[src/rtl/upsampling_fifo_reader.sv]
// Read-side burst controller: arms the FIFO threshold, pops one burst per M_Ready,
// and streams the words through a 2-entry skid buffer with burst_end/last tags.
module upsampling_fifo_reader #(
  parameter int WIDTH     = 128,
  parameter int ADDR_BITS = 10
) (
  input  logic               clk,
  input  logic               rst,
  input  logic               start,
  input  logic [19:0]        cfg_total,
  input  logic [ADDR_BITS:0] cfg_burst,
  input  logic               fifo_M_Ready,
  output logic [ADDR_BITS:0] fifo_M_count,
  output logic               fifo_rd_en,
  input  logic [WIDTH-1:0]   fifo_dout,
  input  logic               fifo_empty,
  output logic [WIDTH-1:0]   m_data,
  output logic               m_valid,
  input  logic               m_ready,
  output logic               m_burst_end,
  output logic               m_last,
  output logic               busy,
  output logic               done
);

  localparam int CW = ADDR_BITS + 1;
  localparam logic [CW-1:0] MAX_BURST = CW'(1) << (ADDR_BITS - 1);

  typedef enum logic [2:0] {
    S_IDLE, S_LOAD, S_WAIT, S_BURST, S_FLUSH, S_DONE
  } state_t;

  state_t          state_q, state_d;
  logic [19:0]     remaining_q, remaining_d;
  logic [CW-1:0]   burst_cfg_q, burst_cfg_d;
  logic [CW-1:0]   blen_q, blen_d;
  logic [CW-1:0]   issued_q, issued_d;
  logic [CW-1:0]   mcount_q, mcount_d;
  logic [1:0]      settle_q, settle_d;
  logic            inflight_q, inflight_d;
  logic            tag_be_q, tag_be_d;
  logic            tag_last_q, tag_last_d;
  logic [WIDTH+1:0] e0_q, e0_d, e1_q, e1_d;
  logic [1:0]      occ_q, occ_d;

  logic [CW-1:0]   blen_calc;
  logic [WIDTH+1:0] wr_word;
  logic            pop_out;
  logic [2:0]      pend;

  function automatic logic [CW-1:0] clamp_burst(input logic [CW-1:0] b);
    if (b == '0) return CW'(1);
    if (b > MAX_BURST) return MAX_BURST;
    return b;
  endfunction

  assign m_valid      = (occ_q != 2'd0);
  assign m_data       = e0_q[WIDTH-1:0];
  assign m_last       = m_valid & e0_q[WIDTH];
  assign m_burst_end  = m_valid & e0_q[WIDTH+1];
  assign fifo_M_count = mcount_q;

  assign pop_out = m_valid & m_ready;
  // Words already committed to the buffer once this cycle's drain is accounted for
  assign pend    = 3'(occ_q) + 3'(inflight_q) - 3'(pop_out);
  assign wr_word = {tag_be_q, tag_last_q, fifo_dout};

  always_comb begin
    if (remaining_q < 20'(burst_cfg_q)) blen_calc = remaining_q[CW-1:0];
    else                                blen_calc = burst_cfg_q;
  end

  always_ff @(posedge clk or posedge rst) begin
    if (rst) state_q <= S_IDLE;
    else     state_q <= state_d;
  end

  always_comb begin
    state_d = state_q;
    case (state_q)
      S_IDLE:  if (start) state_d = S_LOAD;
      S_LOAD:  state_d = (remaining_q == 20'd0) ? S_FLUSH : S_WAIT;
      // The ready flag lags M_count by a register, so it is only trusted once settled
      S_WAIT:  if (settle_q == 2'd0 && fifo_M_Ready) state_d = S_BURST;
      S_BURST: if (issued_q == blen_q) state_d = (remaining_q != 20'd0) ? S_LOAD : S_FLUSH;
      S_FLUSH: if (occ_q == 2'd0 && !inflight_q) state_d = S_DONE;
      S_DONE:  state_d = S_IDLE;
      default: state_d = S_IDLE;
    endcase
  end

  always_comb begin
    busy       = (state_q != S_IDLE);
    done       = (state_q == S_DONE);
    fifo_rd_en = (state_q == S_BURST) && (issued_q < blen_q) && !fifo_empty && (pend < 3'd2);
  end

  always_comb begin
    remaining_d = remaining_q;
    burst_cfg_d = burst_cfg_q;
    blen_d      = blen_q;
    issued_d    = issued_q;
    mcount_d    = mcount_q;
    settle_d    = settle_q;
    case (state_q)
      S_IDLE: if (start) begin
        remaining_d = cfg_total;
        burst_cfg_d = clamp_burst(cfg_burst);
      end
      S_LOAD: begin
        blen_d   = blen_calc;
        mcount_d = blen_calc;
        settle_d = 2'd2;
        issued_d = '0;
      end
      S_WAIT: if (settle_q != 2'd0) settle_d = settle_q - 2'd1;
      default: ;
    endcase
    if (fifo_rd_en) begin
      remaining_d = remaining_q - 20'd1;
      issued_d    = issued_q + CW'(1);
    end
    inflight_d = fifo_rd_en;
    tag_be_d   = fifo_rd_en && (issued_q == blen_q - CW'(1));
    tag_last_d = fifo_rd_en && (remaining_q == 20'd1);
  end

  // Output buffer: head is e0, writes land one cycle after the pop
  always_comb begin
    e0_d  = e0_q;
    e1_d  = e1_q;
    occ_d = occ_q;
    case (occ_q)
      2'd0: if (inflight_q) begin
        e0_d  = wr_word;
        occ_d = 2'd1;
      end
      2'd1: begin
        if (inflight_q && pop_out) e0_d = wr_word;
        else if (inflight_q) begin
          e1_d  = wr_word;
          occ_d = 2'd2;
        end else if (pop_out) occ_d = 2'd0;
      end
      2'd2: if (pop_out) begin
        e0_d = e1_q;
        if (inflight_q) e1_d = wr_word;
        else            occ_d = 2'd1;
      end
      default: occ_d = 2'd0;
    endcase
  end

  always_ff @(posedge clk or posedge rst) begin
    if (rst) begin
      remaining_q <= '0;
      burst_cfg_q <= '0;
      blen_q      <= '0;
      issued_q    <= '0;
      mcount_q    <= '0;
      settle_q    <= '0;
      inflight_q  <= 1'b0;
      tag_be_q    <= 1'b0;
      tag_last_q  <= 1'b0;
      e0_q        <= '0;
      e1_q        <= '0;
      occ_q       <= '0;
    end else begin
      remaining_q <= remaining_d;
      burst_cfg_q <= burst_cfg_d;
      blen_q      <= blen_d;
      issued_q    <= issued_d;
      mcount_q    <= mcount_d;
      settle_q    <= settle_d;
      inflight_q  <= inflight_d;
      tag_be_q    <= tag_be_d;
      tag_last_q  <= tag_last_d;
      e0_q        <= e0_d;
      e1_q        <= e1_d;
      occ_q       <= occ_d;
    end
  end

endmodule

[config.mk]
export PLATFORM = sky130hd
export DESIGN_NAME = upsampling_fifo_reader
export DESIGN_NICKNAME = d
export VERILOG_FILES = /design/src/rtl/upsampling_fifo_reader.sv
export SDC_FILE = /design/constraint.sdc
export NUM_CORES = 1
export LEC_CHECK = 0
export ABC_AREA = 0
export CAP_MARGIN = 10
export CORE_ASPECT_RATIO = 1.2
export CORE_UTILIZATION = 32
export CTS_CLUSTER_DIAMETER = 60
export DETAILED_ROUTE_END_ITERATION = 12
export SKIP_CTS_REPAIR_TIMING = 1
export SYNTH_ARGS = -nofsm -noshare
export SYNTH_HDL_FRONTEND = slang
export SYNTH_SLANG_ARGS = --single-unit
[constraint.sdc]
create_clock -name clk -period 15.55 [get_ports clk]
set_input_delay 3.8875 -clock clk [delete_from_list [all_inputs] [get_ports clk]]
set_output_delay 3.8875 -clock clk [all_outputs]
set_load 0.005 [all_outputs]
* Yosys cells after proc, flatten, opt, wreduce, memory -nomap -nowiden *
Cells that the tools add are included.

word-level totals
  input bits = 165
  output and inout bits = 145
  flip-flop bits (word level) = 323

operators by class
  $lt $le $gt $ge = 4
  mux-type cells = 41
  reduce and logical (&&, ||, !) cells = 32
  eq/ne operators = 21
  bitwise logic cells = 3
  $add $sub $neg = 6

operators by type and width
  kind                                                                    number
  130-bit two-way mux                                                     6
  130-bit one-hot mux with 3 select lines                                 1
  130-bit one-hot mux with 2 select lines                                 1
  11-bit two-way mux                                                      7
  20-bit two-way mux                                                      3
  11-bit == test                                                          2
  20-bit by 1-bit == test with 1-bit output, second input constant        1
  20-bit logical NOT                                                      1
  20-bit by 11-bit < comparator with 1-bit output                         1
  2-bit inequality test, second input constant                            10
  20-bit nonzero test                                                     1
  20-bit by 1-bit subtractor with 20-bit output, second input constant    1
  3-bit two-way mux                                                       6
  3-bit one-hot mux with 5 select lines                                   1
  2-bit two-way mux                                                       7
  2-bit nonzero test                                                      7
  11-bit by 1-bit adder with 11-bit output, second input constant         1
  11-bit by 10-bit > comparator with 1-bit output, second input constant  1
  11-bit logical NOT                                                      1
  11-bit < comparator                                                     1
  11-bit by 1-bit subtractor with 11-bit output, second input constant    1
  1-bit logical AND                                                       8
  4-bit AND reduction                                                     2
  1-bit two-way mux                                                       7
  other kinds (20)                                                        29

* Logic depth before layout (Yosys ltp) *
Gate-level depths: netlist of run 1.

  word-level depth = 9
  depth in mapped cells = 13

* Least setup slack after synthesis of run 1 *
Ideal clock, no wire load.

  path kind = input port to output port
  start point = in m_ready
  end point = out fifo_rd_en
  setup slack = 5.988 ns
  stages = 9
  arrival = 5.674 ns
  path through = nor2b_1 -> ha_1 -> nand2b_1 -> fa_1 -> xor2_1 -> nor4_1 -> nand2_1 -> nor3_1 -> clkbuf_1

between the ends
  word-level cells in the longest chain between the ends = 4

ends and longest elaborated chain
  element                                        RTL line  text
  from (decl)                                    19        input logic m_ready,
  1-bit AND                                      63        assign pop_out = m_valid & m_ready;
  3-bit by 1-bit subtractor with 3-bit output    65        assign pend = 3'(occ_q) + 3'(inflight_q) - 3'(pop_out);
  3-bit by 2-bit < comparator with 1-bit output  95        fifo_rd_en = (state_q == S_BURST) && (issued_q < blen_q) && !fifo_empty && (pend < 3'd2);
  1-bit logical AND                              95
  to (decl)                                      14        output logic fifo_rd_en,

Every way passes these cells.

* Worst setup path after layout of run 1 *
Same ends and word-level chain as after synthesis.

==> flow_metrics.env, run 1 <==
export IMPL_drc=0
export IMPL_num_fill_cells=4683
export IMPL_dieArea_um2=50090
export IMPL_maxSlewViolCount=0
export IMPL_hold_viol=0
export IMPL_cts_num_sinks=323
export IMPL_layout_drive_gt1_share_pct=12.17
export IMPL_die_w_um=204.5
export IMPL_yosysTopAreaCell="dfrtp_1"
export IMPL_multi_input_area_um2=6237
export IMPL_vdd_ir_drop_max_mv=0.1555
export IMPL_synthFlopType="dfrtp_1"
export IMPL_avgSynthCellArea_um2=9.718
export IMPL_final_nets=1957
export IMPL_required_ns=11.66
export IMPL_final_util_pct=40.76
export IMPL_worstHoldPathType="flip-flop to flip-flop"
export IMPL_grt_pass1_vias=11870
export IMPL_globalRouteTotalUtil_pct=16.24
export IMPL_crit_start="m_ready"
export IMPL_crit_fanout=12
export IMPL_syn_num_nets=1814
export IMPL_clockBufferDepth=3
export IMPL_dr_pass1_iters=4
export IMPL_numCtsBuffers=38
export IMPL_port_buffers=309
export IMPL_status="finished clean"
export IMPL_syn_inst=1620
export IMPL_seqCellArea_um2=8083
export IMPL_core_um2=48340
export IMPL_finalSetupViolations=0
export IMPL_synth_edff_count=0
export IMPL_gp_congestion=0.8270
export IMPL_fin_crit_sh_pct=69.76
export IMPL_synth_area_um2=15740
export IMPL_root_buffer="clkbuf_16"
export IMPL_syn2layout_area_growth_pct=25.15
export IMPL_pin_count=310
export IMPL_worst_ep_arrival_time_ns=6.96
export IMPL_worst_r2r_setup_slack_ns=11.31
export IMPL_start_kind="primary input"
export IMPL_clk_pin_slew_worst_paths_ns=0.06
export IMPL_r2r_end="remaining_q[19]$_DFFE_PP0P_"
export IMPL_grt_pass1_wl_um=64860
export IMPL_setup_tns_ns=0
export IMPL_wirelength_um=40910
export IMPL_hold_start="remaining_q[18]$_DFFE_PP0P_"
export IMPL_path_class="primary input to output port"
export IMPL_finClkSkew_ns=0.02262
export IMPL_ys_warnings_count=0
export IMPL_maxCapViolations=0
export IMPL_max_freq_mhz=92.18
export IMPL_grt_max_degree=231
export IMPL_ys_ff_latch=323
export IMPL_synthDominantCellAreaShare_pct=51.34
export IMPL_initial_core_util_pct=32.57
export IMPL_first_iter_violations=530
export IMPL_worst_pin_slew_ns=1.181
export IMPL_chipHeight_um=245.0
export IMPL_antenna_found_initial=3
export IMPL_final_cells=2425
export IMPL_whs_path_depth=1
export IMPL_htree_levels=2
export IMPL_ys_seq_area_share_pct=51.34
export IMPL_synth_area_top_cells="dfrtp_1 (51%), mux2_2 (9.3%), nand2_1 (7.7%)"
export IMPL_ant_nets=0
export IMPL_layout_min_cycle_time_ns=10.85
export IMPL_num_vias=11940
export IMPL_hpwl_um=26860
export IMPL_async_flop_share_pct=100.0
export IMPL_placed_cells=2351
export IMPL_insertion_delay_ns=0.55
export IMPL_num_rows=88
export IMPL_vias_per_cell=4.925
export IMPL_power_density_nw_per_um2=194.3
export IMPL_tritoncts="built"
export IMPL_cp_end_kind="output port"
export IMPL_power_leakage_nw=8.400
export IMPL_holdPathEnd="remaining_q[18]$_DFFE_PP0P_"
export IMPL_overflow=0
export IMPL_relSlewSlack_pct=21.27
export IMPL_rr_startpoint="occ_q[1]$_DFFE_PP0P_"
export IMPL_yosysUniqueCellTypes=60
export IMPL_grt_setup_unrepaired="no"
export IMPL_r2r_cells=10
export IMPL_wire_per_inst_um=16.87
## cell usage in the layout (no fill, tap or decap), drive strengths merged, types with 5 or more instances in the layout
cell type,synthesis,layout
nand4,11,11
nand3,24,24
and3,7,7
xnor2,10,10
a21oi,37,37
mux2,130,130
clkbuf,89,55
a31oi,134,134
or4,6,6
nand2,323,323
mux2i,14,14
nor2,178,178
nand2b,6,6
ha,28,28
a211o,5,5
nor4,12,12
buf,129,12
nor2b,7,7
o21ai,31,31
nor3,13,13
clkdlybuf4s50,0,309
inv,39,45
a21o,6,6
dfrtp,323,323
clkinvlp,0,5
o211ai,10,10
## report_power, final
group	internal [W]	switching, W
logic	0.000774	0.000707
registers	0.00123	0.000246
clock network	0.000501	0.000373
total	0.00250	0.00133
## metrics by stage
step	cell area [um2]	power (W)	setup WS, ns	hold WS, ns
after global routing	19700	0.004112	4.555	0.5055
after floorplan	15740	0.002501	2.721	0.4513
after global placement	18460	0.002928	4.751	0.4743
after CTS	19680	0.003883	4.706	0.4981
final	19700	0.003829	4.702	0.4970
after detailed placement	18460	0.002984	4.744	0.4804
## critical path: stages
cell and delay (ns):
clkdlybuf4s50_1 0.59, nor2b_1 0.17, ha_1 0.23, nand2b_1 0.15, fa_1 0.38, xor2_1 0.18, nor4_1 0.21, nand2_1 0.09
nor3_1 0.24, buf_4 0.28, clkdlybuf4s50_1 0.54
## cell families (layout without fill, tap and decap cells)
kind of cell,count (synthesis),count (layout),synth area share [%]
buf+inv,257,429,9.283
other cells,0,3,0
flops,323,323,51.34
compound gates,249,249,9.991
simple gates,604,604,16.06
xor+xnor,14,14,0.7788
fa+ha+maj,29,29,2.353
mux,144,144,10.19
## synth_stat cells (2+ instances only)
library cell    n
ha_1           28
or4_4           2
a31oi_1       134
o32ai_1         2
inv_1          39
o211ai_1       10
a21o_1          6
buf_4         128
a22o_1          2
nand4_1        11
or4_1           4
dfrtp_1       323
and3_1          7
nor4_1         10
a221o_1         2
and4_1          2
xor2_1          4
o21ai_1         5
nor3_1         12
or3_1           3
mux2_2        130
o21ai_0        26
xnor2_1        10
a21oi_1        37
nand3b_1        3
nor2_1        178
and2_1          3
nor4_2          2
nand2_1       323
a211o_1         5
mux2i_1        14
nor2b_1         7
nand3_1        24
o22ai_1         3
o41ai_1         2
nand4b_1        2
nand2b_1        6
clkbuf_1       89
## worst max path at each step
stage / endpoint / slack, ns / depth (start not counted)
after floorplan: burst_cfg_q[0]$_DFFE_PP0P_ / 2.72 / 1
after global placement: fifo_rd_en / 4.75 / 11
after detailed placement: fifo_rd_en / 4.74 / 11
after CTS: fifo_rd_en / 4.71 / 11
after global routing: fifo_rd_en / 4.56 / 11
final: fifo_rd_en / 4.70 / 11
## final cells by class
cell class                      instances  share of cell area (%)
Timing Repair Buffer                  321                   16.29
Sequential cell                       323                   41.02
Clock buffer                           55                   5.607
Multi-Input combinational cell       1040                   31.66
Clock inverter                         14                  0.6033
Antenna cell                            3                 0.03810
Tap cell                              630                   4.001
Inverter                               39                  0.7811
## routing by layer
layer / global-route usage, % / vias up / part of all wire [%]
met2: 27.39 / 322 / 49
met3: 3.797 / 78 / 6.0
li1: - / 5716 / -
met4: 6.563 / 0 / 3.3
met5: 0 / - / 0
met1: 19.83 / 5826 / 42
## registers in the layout (all words and copies together) (netlist names), 2 cells and up
register,count
state_q,3
e1_q,130
occ_q,2
burst_cfg_q,11
remaining_q,20
fifo_M_count,11
e0_q,130
settle_q,2
issued_q,11
Note: power is estimated with default switching activity, not from simulation.
==> run 2: changes to the inputs <==
==> constraint.sdc (replaced) <==
create_clock -name clk -period 11 [get_ports clk]
set_input_delay 2.75 -clock clk [delete_from_list [all_inputs] [get_ports clk]]
set_output_delay 2.75 -clock clk [all_outputs]
set_load 0.005 [all_outputs]
==> flow_metrics.env, run 2 (synthesized netlist as in run 1, its figures left out) <==
export IMPL_worst_slack_ns=2.597
export IMPL_vias_per_cell=4.980
export IMPL_hold_viol=0
export IMPL_num_vias=12090
export IMPL_pre_cts_slack_ns=2.615
export IMPL_critical_path_top_delay_family="buffers and inverters"
export IMPL_finalSetupViolations=0
export IMPL_grt_setup_unrepaired="no"
export IMPL_cpMostUsedCell="clkdlybuf4s50_1"
export IMPL_worstHoldPathType="flip-flop to flip-flop"
export IMPL_required_ns=8.25
export IMPL_clockBufferDepth=3
export IMPL_worst_pin_slew_ns=1.212
export IMPL_status="finished clean"
export IMPL_power_density_nw_per_um2=282.0
export IMPL_num_rows=88
export IMPL_worst_ep_arrival_time_ns=5.65
export IMPL_fin_crit_sh_pct=76.39
export IMPL_antenna_found_initial=5
export IMPL_dr_pass1_iters=4
export IMPL_layout_min_cycle_time_ns=8.403
export IMPL_crit_fanout=13
export IMPL_root_buffer="clkbuf_16"
export IMPL_htree_levels=2
export IMPL_final_nets=1960
export IMPL_chipHeight_um=245.0
export IMPL_layout_drive_gt1_share_pct=12.58
export IMPL_port_buffers=309
export IMPL_crit_slowest_cell="clkdlybuf4s50_1"
export IMPL_initial_core_util_pct=32.57
export IMPL_final_common_cell="dfrtp_1"
export IMPL_finClkSkew_ns=0.01047
export IMPL_path_class="primary input to output port"
export IMPL_first_iter_violations=642
export IMPL_setup_tns_ns=0
export IMPL_insertion_delay_ns=0.55
export IMPL_die_w_um=204.5
export IMPL_critPathBufInv=3
export IMPL_final_cell_mix="dfrtp_1 (323), nand2_1 (321), clkdlybuf4s50_1 (309), nor2_1 (178), a31oi_1 (134)"
export IMPL_syn2layout_area_growth_pct=26.64
export IMPL_clk_pin_slew_worst_paths_ns=0.05
export IMPL_core_um2=48340
export IMPL_tritoncts="built"
export IMPL_wirelength_um=41720
export IMPL_gp_congestion=0.8178
export IMPL_wire_per_inst_um=17.18
export IMPL_maxSlewViolCount=0
export IMPL_cp_cell_sequence="clkdlybuf4s50_1 > nor2b_1 > ha_1 > nand2b_1 > fa_1 > xor2_1 > nor4_1 > nand2_1 > nor3_1 > buf_4 > clkdlybuf4s50_1"
export IMPL_relSlewSlack_pct=18.89
export IMPL_cts_num_sinks=323
export IMPL_overflow=0
export IMPL_pin_count=310
export IMPL_start_kind="primary input"
export IMPL_max_freq_mhz=119.0
export IMPL_grt_pass1_vias=12340
export IMPL_cp_end_kind="output port"
export IMPL_globalRouteTotalUtil_pct=16.61
export IMPL_vdd_ir_drop_max_mv=0.2048
export IMPL_grt_max_degree=231
export IMPL_top_regs="e0_q: 130 flops, e1_q: 130 flops, remaining_q: 20 flops"
export IMPL_grt_pass1_wl_um=66390
export IMPL_dieArea_um2=50090
export IMPL_numCtsBuffers=41
export IMPL_max_stage_delay_ns=0.58
export IMPL_hpwl_um=27260
export IMPL_drc=0
export IMPL_holdWs_ns=0.5013
export IMPL_power_leakage_nw=8.521
export IMPL_ant_nets=0
export IMPL_maxCapViolations=0
## run 2: path summary, 6_finish.rpt
check | start | depth (start not counted) | slack [ns] | endpoint
min in group asynchronous | rst | 2 | 2.64 | e1_q[47]$_DFFE_PP0P_
worst max register to register | occ_q[1]$_DFFE_PP0P_ | 10 | 6.48 | remaining_q[19]$_DFFE_PP0P_
max in group asynchronous | rst | 4 | 6.20 | e0_q[12]$_DFFE_PP0P_
worst max-delay path | m_ready | 11 | 2.60 | fifo_rd_en
worst min-delay path | e1_q[100]$_DFFE_PP0P_ | 1 | 0.50 | e1_q[100]$_DFFE_PP0P_
worst min register to register | e1_q[100]$_DFFE_PP0P_ | 1 | 0.50 | e1_q[100]$_DFFE_PP0P_
## run 2: per-stage QoR
step / util, % / std cells / area, um2 / total power, W
5_1_grt: 41.25 / 2428 / 19940 / 0.006024
3_5_place_dp: 38.19 / 2352 / 18460 / 0.004228
2_1_floorplan: - / 1620 / 15750 / 0.003536
3_3_place_gp: 38.19 / 2352 / 18460 / 0.004142
6_report: 41.25 / 2428 / 19940 / 0.005621
4_1_cts: 41.22 / 2425 / 19930 / 0.005702
## run 2: power by group
group | internal (W) | switching [W]
combinational | 0.00109 | 0.000998
clock | 0.000905 | 0.000531
sequential | 0.00174 | 0.000360
total | 0.00373 | 0.00189
## run 2: area by class of cell
cell class | instances | area, um2
diodes | 2 | 5.005
clock buffers | 58 | 1242
clock inverters | 15 | 225.2
fillers | 4665 | 28400
inverters | 39 | 150.1
multi-input cells | 1040 | 6237
flip-flops and latches | 323 | 8083
well taps | 630 | 788.3
repair buffers | 321 | 3206
## run 2: worst register-to-register path, delay by kind of cell, from the launching register on
kind	cells	cell delay [ns]
and+or+nand+nor	6	2.89
DFF	1	0.54
AOI/OAI and AO/OA	1	0.13
xor gates and xnor gates	1	0.18
adders and majority gates	2	0.66
## run 2: per-layer routing
layer,vias to the layer above,part of all wire (%),track usage [%]
met3,75,6.1,4.023
met2,345,50,28.71
met4,6,2.9,6.343
met5,-,0.089,0
met1,5967,41,19.76
li1,5699,-,-
==> run 3: changes to the inputs <==
==> constraint.sdc (replaced) <==
create_clock -name clk -period 6.78 [get_ports clk]
set_input_delay 1.695 -clock clk [delete_from_list [all_inputs] [get_ports clk]]
set_output_delay 1.695 -clock clk [all_outputs]
set_load 0.005 [all_outputs]
==> flow_metrics.env, run 3 (synthesized netlist as in run 1, its figures left out) <==
export IMPL_status="finished clean"
export IMPL_maxSlewViolCount=0
export IMPL_hpwl_um=27730
export IMPL_chipHeight_um=245.0
export IMPL_grt_setup_unrepaired="no"
export IMPL_placed_cell_area_um2=18500
export IMPL_layout_min_cycle_time_ns=6.353
export IMPL_holdWs_ns=0.4954
export IMPL_pwr_share_comb_pct=37.9
export IMPL_worst_ep_arrival_time_ns=4.66
export IMPL_use_met3_pct=3.956
export IMPL_final_cell_area_um2=19840
export IMPL_htree_levels=2
export IMPL_vdd_ir_drop_max_mv=0.2176
export IMPL_power_density_nw_per_um2=452.8
export IMPL_hold_viol=0
export IMPL_pre_cts_slack_ns=0.4605
export IMPL_p_sw_w=0.003059
export IMPL_insertion_delay_ns=0.54
export IMPL_clockBufferDepth=3
export IMPL_dieArea_um2=50090
export IMPL_final_nets=1961
export IMPL_core_um2=48340
export IMPL_wire_per_inst_um=17.31
export IMPL_crit_fanout=8
export IMPL_final_cell_mix="dfrtp_1 (323), nand2_1 (321), clkdlybuf4s50_1 (309), nor2_1 (178), a31oi_1 (134)"
export IMPL_swShare_pct=34.05
export IMPL_gp_congestion=0.8164
export IMPL_required_ns=5.09
export IMPL_clk_pin_slew_worst_paths_ns=0.06
export IMPL_worstHoldPathType="flip-flop to flip-flop"
export IMPL_ant_nets=0
export IMPL_finalSetupViolations=0
export IMPL_grt_max_degree=191
export IMPL_dr_pass1_iters=5
export IMPL_fin_crit_sh_pct=93.70
export IMPL_pin_count=310
export IMPL_globalRouteTotalUtil_pct=16.79
export IMPL_initial_core_util_pct=32.57
export IMPL_worst_slack_ns=0.4268
export IMPL_die_w_um=204.5
export IMPL_use_met2_pct=27.46
export IMPL_cp_end_kind="output port"
export IMPL_num_rows=88
export IMPL_finClkSkew_ns=0.01066
export IMPL_p_int_w=0.005925
export IMPL_grt_pass1_wl_um=66550
export IMPL_top_regs="e0_q: 130 flops, e1_q: 130 flops, remaining_q: 20 flops"
export IMPL_final_common_cell="dfrtp_1"
export IMPL_vias_per_cell=4.918
export IMPL_maxCapViolations=0
export IMPL_layout_drive_gt1_share_pct=12.37
export IMPL_tritoncts="built"
export IMPL_antenna_found_initial=7
export IMPL_numCtsBuffers=39
export IMPL_num_fill_cells=4698
export IMPL_placed_cells=2356
export IMPL_syn2layout_area_growth_pct=26.03
export IMPL_relSlewSlack_pct=22.56
export IMPL_overflow=0
export IMPL_cts_num_sinks=323
export IMPL_path_class="primary input to output port"
export IMPL_p_seq_share_pct=37.8
export IMPL_met1_usage_pct=20.76
export IMPL_drc=0
export IMPL_top_usage_layer="met2"
export IMPL_grt_pass1_vias=12140
export IMPL_root_buffer="clkbuf_16"
export IMPL_wirelength_um=42040
export IMPL_first_iter_violations=580
export IMPL_start_kind="primary input"
export IMPL_setup_tns_ns=0
export IMPL_max_freq_mhz=157.4
export IMPL_power_leakage_nw=8.483
export IMPL_num_vias=11950
export IMPL_worst_pin_slew_ns=1.151
export IMPL_port_buffers=309
export IMPL_final_cells=2429
export IMPL_p_clk_share_pct=24.2
-- run 3: changes by cell type in the layout (fill, tap and decap cells not counted), sizes merged --
| cell | delta |
|---|---|
| buf | +4 |
| clkinvlp | -3 |
| clkbuf | -2 |
| diode | +2 |
| bufinv | -1 |
| clkinv | +1 |
-- run 3: layout make-up --
class                           count  area [um2]  share of cell area (%)
Antenna cell                        4       10.01                 0.05045
Clock buffer                       57        1154                   5.814
Clock inverter                     12       175.2                  0.8829
Inverter                           39       150.1                  0.7568
Multi-Input combinational cell   1040        6237                   31.44
Sequential cell                   323        8083                   40.74
Tap cell                          630       788.3                   3.973
Timing Repair Buffer              324        3243                   16.35
-- run 3: worst paths after layout --
path / startpoint / end / slack (ns) / depth (start not counted)
worst max register to register: occ_q[1]$_DFFE_PP0P_ / remaining_q[6]$_DFFE_PP0P_ / 2.77 / 10
max in group asynchronous: rst / e0_q[3]$_DFFE_PP0P_ / 3.98 / 3
worst min-delay path: remaining_q[18]$_DFFE_PP0P_ / remaining_q[18]$_DFFE_PP0P_ / 0.50 / 1
worst min register to register: remaining_q[18]$_DFFE_PP0P_ / remaining_q[18]$_DFFE_PP0P_ / 0.50 / 1
min in group asynchronous: rst / fifo_M_count[0]$_DFFE_PP0P_ / 1.55 / 2
worst max-delay path: m_ready / fifo_rd_en / 0.43 / 11
-- run 3: power by group through the flow --
stage	Sequential [W]	Combinational, W	Clock [W]
after CTS	0.00341	0.00346	0.00225
after detailed placement	0.00343	0.00345	0
after global routing	0.00352	0.00380	0.00231
after floorplan	0.00324	0.00250	0
final	0.00340	0.00341	0.00218
after global placement	0.00339	0.00336	0
-- run 3: routing by layer --
metal	vias to the layer above	part of all wire, %
met5	-	0.10
met1	5813	42
met3	102	5.3
met4	6	4.2
met2	313	48
li1	5711	-
-- run 3: worst max-delay path, cell delays in order --
cell and delay, ns:
clkdlybuf4s50_1 0.60, nor2b_1 0.18, ha_1 0.23, nand2b_1 0.15, fa_1 0.38, xor2_1 0.17
nor4_1 0.18, nand2_1 0.09, nor3_1 0.28, buf_4 0.20, clkdlybuf4s50_1 0.50
-- run 3: through the flow --
stage	util [%]	power, W
2_1_floorplan	-	0.005737
3_3_place_gp	38.28	0.006746
3_5_place_dp	38.28	0.006883
4_1_cts	41.03	0.009112
5_1_grt	41.05	0.009632
6_report	41.05	0.008984
